File: config.mk
export PLATFORM = sky130hd
export DESIGN_NAME = spi_frame_loader
export DESIGN_NICKNAME = d
export VERILOG_FILES = /design/src/rtl/spi_frame_loader.sv
export SDC_FILE = /design/constraint.sdc
export NUM_CORES = 1
export LEC_CHECK = 0
export CAP_MARGIN = 20
export CORE_UTILIZATION = 42
export DETAILED_ROUTE_END_ITERATION = 7
export PLACE_DENSITY = 0.73
export SKIP_LAST_GASP = 1
export SYNTH_ARGS = -nofsm -noshare
export SYNTH_HDL_FRONTEND = slang
export SYNTH_SLANG_ARGS = --single-unit
export TNS_END_PERCENT = 20
File: constraint.sdc
create_clock -name clk -period 1.84 [get_ports clk]
set_input_delay 0.276 -clock clk [delete_from_list [all_inputs] [get_ports clk]]
set_output_delay 0.276 -clock clk [all_outputs]
set_load 0.05 [all_outputs]
File: src/rtl/spi_frame_loader.sv
// Receives length-prefixed frames from an SPI slave and writes the payload words into a quadram.
// A frame stays resident until the downstream stage pulses consume.
module spi_frame_loader #(
    parameter int ADDR_WIDTH = 11,
    parameter int MAX_WORDS  = 2048
) (
    input  logic                  clk,
    input  logic                  reset,
    input  logic                  spi_done,
    input  logic [31:0]           spi_rdata,
    input  logic                  consume,
    output logic                  ram_en,
    output logic [3:0]            ram_we,
    output logic [ADDR_WIDTH-1:0] ram_addr,
    output logic [31:0]           ram_di,
    output logic [31:0]           word_count,
    output logic                  frame_ready,
    output logic                  frame_err
);

    typedef enum logic [1:0] {
        HEADER,
        LOAD,
        READY,
        ERROR
    } state_t;

    state_t state;
    state_t state_next;

    logic sync1;
    logic sync2;
    logic sync3;
    logic word_evt;

    // One bit wider than the address so a full MAX_WORDS frame ends at 2048, not 0.
    logic [ADDR_WIDTH:0] wr_ptr;
    logic [31:0]         wr_ptr_inc;

    logic issue_write;
    logic load_header;
    logic en_q;
    logic [3:0] we_q;

    assign word_evt   = sync2 & ~sync3;
    assign wr_ptr_inc = 32'(wr_ptr) + 32'd1;

    // A write registered just before reset rises must not reach the RAM during the reset cycle.
    assign ram_en = en_q & ~reset;
    assign ram_we = we_q & {4{~reset}};

    // NOTE: sequential state uses non-blocking assignments so every flop samples pre-edge values.
    always_ff @(posedge clk) begin
        if (reset) begin
            sync1 <= 1'b0;
            sync2 <= 1'b0;
            sync3 <= 1'b0;
        end else begin
            sync1 <= spi_done;
            sync2 <= sync1;
            sync3 <= sync2;
        end
    end

    always_ff @(posedge clk) begin
        if (reset) begin
            state <= HEADER;
        end else begin
            state <= state_next;
        end
    end

    // NOTE: every output of this block gets a default first so no latch is inferred.
    always_comb begin
        state_next  = state;
        issue_write = 1'b0;
        load_header = 1'b0;
        case (state)
            HEADER: begin
                if (word_evt) begin
                    load_header = 1'b1;
                    if (spi_rdata == 32'd0) begin
                        state_next = READY;
                    end else if (spi_rdata > 32'(MAX_WORDS)) begin
                        state_next = ERROR;
                    end else begin
                        state_next = LOAD;
                    end
                end
            end
            LOAD: begin
                if (word_evt) begin
                    issue_write = 1'b1;
                    if (wr_ptr_inc == word_count) begin
                        state_next = READY;
                    end
                end
            end
            READY, ERROR: begin
                // Word events here are dropped, including one coinciding with consume.
                if (consume) begin
                    state_next = HEADER;
                end
            end
            default: state_next = HEADER;
        endcase
    end

    always_ff @(posedge clk) begin
        if (reset) begin
            wr_ptr      <= '0;
            word_count  <= 32'd0;
            en_q        <= 1'b0;
            we_q        <= 4'h0;
            ram_addr    <= '0;
            ram_di      <= 32'd0;
            frame_ready <= 1'b0;
            frame_err   <= 1'b0;
        end else begin
            en_q <= issue_write;
            we_q <= issue_write ? 4'hF : 4'h0;
            if (load_header) begin
                word_count <= spi_rdata;
                wr_ptr     <= '0;
            end
            if (issue_write) begin
                ram_addr <= wr_ptr[ADDR_WIDTH-1:0];
                ram_di   <= spi_rdata;
                wr_ptr   <= wr_ptr + 1'b1;
            end
            frame_ready <= (state == READY) && !consume;
            frame_err   <= (state == ERROR) && !consume;
        end
    end

endmodule

After elaboration in Yosys (flattened, before gate mapping) --
Cells that the tools add are included.
Storage, ports and cells: register bits after elaboration 99, output and inout bits 82, input bits 36, logic and storage cells 49
Operators by class: magnitude comparators 1, bitwise operators 5, equality and inequality tests 8, $add $sub $neg 2, reductions and logical operators 8, mux-type cells 13
Operator list (number):
- $eq A13 B32 Y1 | 1
- $gt A32 B12 Y1 const B | 1
- $logic_not A32 Y1 | 1
- $mux W12 | 2
- $add A12 B1 Y13 const B | 1
- $add A12 B1 Y12 const B | 1
- $mux W2 | 6
- $ne A2 B2 Y1 const B | 4
- $pmux W2 S3 | 1
- $and A4 B4 Y4 | 1
- $eq A2 B2 Y1 const B | 2
- $mux W4 | 1
- $reduce_and A4 Y1 | 1
- $mux W1 | 3
- $and A1 B1 Y1 | 2
- $eq A2 B1 Y1 const B | 1
- $logic_and A1 B1 Y1 | 2
- $logic_not A2 Y1 | 1
- $not A1 Y1 | 2
- $reduce_bool A2 Y1 | 1
- $reduce_or A2 Y1 | 1
- $logic_not A1 Y1 | 1

Longest topological paths before layout --
depth after elaboration 6, gate-level depth with buffers 8

Worst setup path before layout --
OpenSTA, ideal clock, no wires.
kind in2out, from input port reset, to output port ram_we[0], setup slack -0.221 ns, arrival time 1.785 ns, data required time 1.564 ns, stages 4, cell sequence clkbuf_1 > clkbuf_1 > nor2b_1 > buf_4
On the way: longest elaborated chain between the ends 2
RTL lines:
- start: declaration | RTL line 8 | input logic reset,
- $not A1 Y1 | RTL line 50 | assign ram_we = we_q & {4{~reset}};
- $and A4 B4 Y4 | RTL line 50
- end: declaration | RTL line 13 | output logic [3:0] ram_we,
No other way between the ends.

Worst setup path after layout --
from register wr_ptr[1], to register state[1]
On the way: longest elaborated chain between the ends 4
RTL lines:
- start: declaration | RTL line 37 | logic [ADDR_WIDTH:0] wr_ptr;
- start signal: assignment | RTL line 129 | wr_ptr <= wr_ptr + 1'b1;
- $add A12 B1 Y13 | RTL line 46 | assign wr_ptr_inc = 32'(wr_ptr) + 32'd1;
- $eq A13 B32 Y1 | RTL line 94 | if (wr_ptr_inc == word_count) begin
- $ne A2 B2 Y1 (no line)
- $reduce_and A4 Y1 (no line)
- end signal: assignment | RTL line 69 | state <= state_next;
- end: declaration | RTL line 28 | state_t state;
No other way between the ends. A chain may end at the register's enable or synchronous reset.

==> results.toml <==
[run_status]
status = "finished, violations left"
violations = "negative setup slack"

[sta]
finalMaxSlewViolations = 0
layout_setup_ws_ps = -35.3
slew_headroom = 0.637
fin_crit_sh = 1.02
worstMarginPinSlew_ps = 543
rsz0062_at_grt = "yes"
fmax_mhz = 533
hold_viol = 0
period_needed_ps = 1880
finalSetupViolations = 2
clock-skew-final_ps = 7.87

[synthesis]
synthAdderAreaFrac = 0.00317
synth.net_count = 544
synthCells = 507
synth_compound_area_frac = 0.155
ys_types = 44
synth_edf_count = 0
synth_area_leader_cell = "dfxtp_1"
async_flop_share = 0
synth_top_cell_area_share = 0.482
synth_top_family_by_area = "simple AND/OR/NAND/NOR gates"
synth.area.top_cells = "dfxtp_1, nand2_1, a21oi_1, clkbuf_1, nor4_1"
synth_area_per_cell_sq_um = 7.78
yosys.area_share.simple = 0.272
syn-cell-area_sq_um = 3950
synth-warning-count = 0
ys_ff_latch = 95
synthFlopType = "dfxtp_1"
synth_mux_area_frac = 0.00254
synth-xor-area-share = 0.0355
synth-seq-area-share = 0.482

[worst_setup_path]
cpPeakStageDelay_ps = 370
cp-startpoint = "wr_ptr[1]"
start_kind = "flip-flop"
path_class = "flip-flop to flip-flop"
crit_required_ps = 2100
cp_cell_sequence = "ha_4, buf_12, nand4b_1, o211ai_1, a21oi_1, a311oi_2, nor4_2, o31a_1"
critPathMaxFanout = 6
reg2reg_to = "state[1]"
endpoint_kind = "flip-flop"
reg2reg_slack_ps = -40
arrival_ps = 2130
reg2reg_depth = 8
r2r-start = "wr_ptr[1]"
cpMaxStageDelayCell = "dfxtp_2"

[power]
peakVddDrop_mv = 0.386
pwr_density_cell_nw_per_um2 = 662
leakage_uw = 0.00219

[floorplan]
die_area_sq_um = 9790
start_util = 0.431
dieWidth_um = 98.9
rows = 35
die_h_um = 98.9
core_area_sq_um = 9150
ios = 118

[final_layout]
final_util = 0.636
final_cell_mix = "nand2_1, dfxtp_1, buf_4, a21oi_1, clkdlybuf4s50_1"
mostFrequentLayoutCell = "nand2_1"
diodes = 0
layout-drive-gt1-share = 0.200
syn2layout_area_growth_pct = 47.4
nets = 699
final_cell_count_no_fill = 777

[routing]
first_pass_iters = 5
num_vias = 4053
wirelength_um = 11600
drt_iter0_markers = 195
vias_per_cell = 5.22
post-route-drc-count = 0
wl_per_cell_um = 14.9
ant_nets = 0

[global_route]
grt_first_pass_wirelength_um = 18100
grt_remaining_overflow = 0
grt_antenna_before_repair = 0
grt_max_degree = 48
grt_pass1_vias = 3746
track_usage = 0.235

[clock_tree]
insertion_delay_ps = 360
htreeDepth = 3
numCtsBuffers = 9
tritoncts = "yes"
cts_root_buffer = "clkbuf_8"
clock_path_buffers = 2
clk_pin_slew_worst_paths_ps = 90
clock_sinks = 95

[worst_hold_path]
holdPathEnd = "ram_addr[1]"
hold_start = "reset"
whs_path_depth = 2
hold_path.class = "input pin to flip-flop"

[run]
maxCapViolCount = 0

[placed_design]
io_buffer_count = 117
dp_slack_ps = -182
hpwl_um = 8320
gp_congestion = 0.829
place_inst = 758
[area by class of cell]
class	instances	area, sq um
Inverter	3	11.3
Clock buffer	10	138
Tap cell	111	139
Fill cell	785	3340
Sequential cell	95	1910
Clock inverter	5	33.8
Multi-Input combinational cell	369	1900
Timing Repair Buffer	184	1690
[cells by family (layout without fill, tap and decap cells)]
group	count (synthesis)	count (layout)
XOR/XNOR	16	16
AND/OR/NAND/NOR	238	238
AO/OA/AOI/OAI	113	113
multiplexers	1	1
flip-flops	95	95
buffers and inverters	43	202
adder cells (fa/ha/maj)	1	1
[synthesized netlist by cell type (2+ instances only)]
library cell    n
inv_1           2
clkbuf_1       25
nor4_1         15
o41ai_1         2
o21ai_0        14
nand3_1         9
buf_4           6
buf_2           8
dfxtp_1        95
nor3_1          7
o211ai_1        3
nor2_1         15
nand4_1         6
nor2b_1         5
xor2_1          7
xnor2_1         9
nand2b_1        6
a21oi_1        86
nand2_1       162
[critical path: cells and delay by family, from the launching register on]
| family | cells | cell delay [ps] |
|---|---|---|
| compound gates | 4 | 870 |
| flops | 1 | 370 |
| simple gates | 2 | 260 |
| fa+ha+maj | 1 | 160 |
| buf+inv | 1 | 120 |
[flip-flops by register name (all words and copies together), names as in the netlist]
register     flops
state            2
ram_di          32
sync2            1
wr_ptr          12
we_q             1
word_count      32
frame_ready      1
frame_err        1
sync3            1
ram_addr        11
sync1            1
[stage by stage]
step,total power (uW),hold WS (ps),TNS (ps),instance area (sq um)
floorplan,2390,404,0,3950
CTS,3860,186,-96.2,5710
global route,3990,202,-424,5820
detailed placement,2640,436,-248,5540
global placement,2640,441,-295,5540
finish,3850,186,-67.4,5820
[worst max path at each step]
stage,endpoint
after floorplan,state[0]
after global placement,state[0]
after detailed placement,state[0]
after CTS,state[1]
after global routing,state[1]
final,state[1]
[report_power, final]
part           leakage, uW  internal [uW]  switching [uW]
Sequential        0.000769           2090            30.4
Clock            0.0000845            521             733
Combinational      0.00134            207             272
Total              0.00219           2820            1040
[metal layers]
layer  part of all wire  vias to the layer above  track usage
li1                   -                     2006            -
met1               0.43                     1898        0.298
met2               0.49                      131        0.395
met3              0.060                       18       0.0504
met4              0.018                        0       0.0850
met5                  0                        -            0
[what timing repair did]
| action | 4_1_cts | 5_1_grt |
|---|---|---|
| endpoints found under the setup margin | 4 | 16 |
| pin swaps | 0 | 7 |
| hold buffers | 0 | 0 |
| gates resized for setup | 1 | 15 |
| buffers inserted | 0 | 4 |
(Power assumes the default switching activity.)
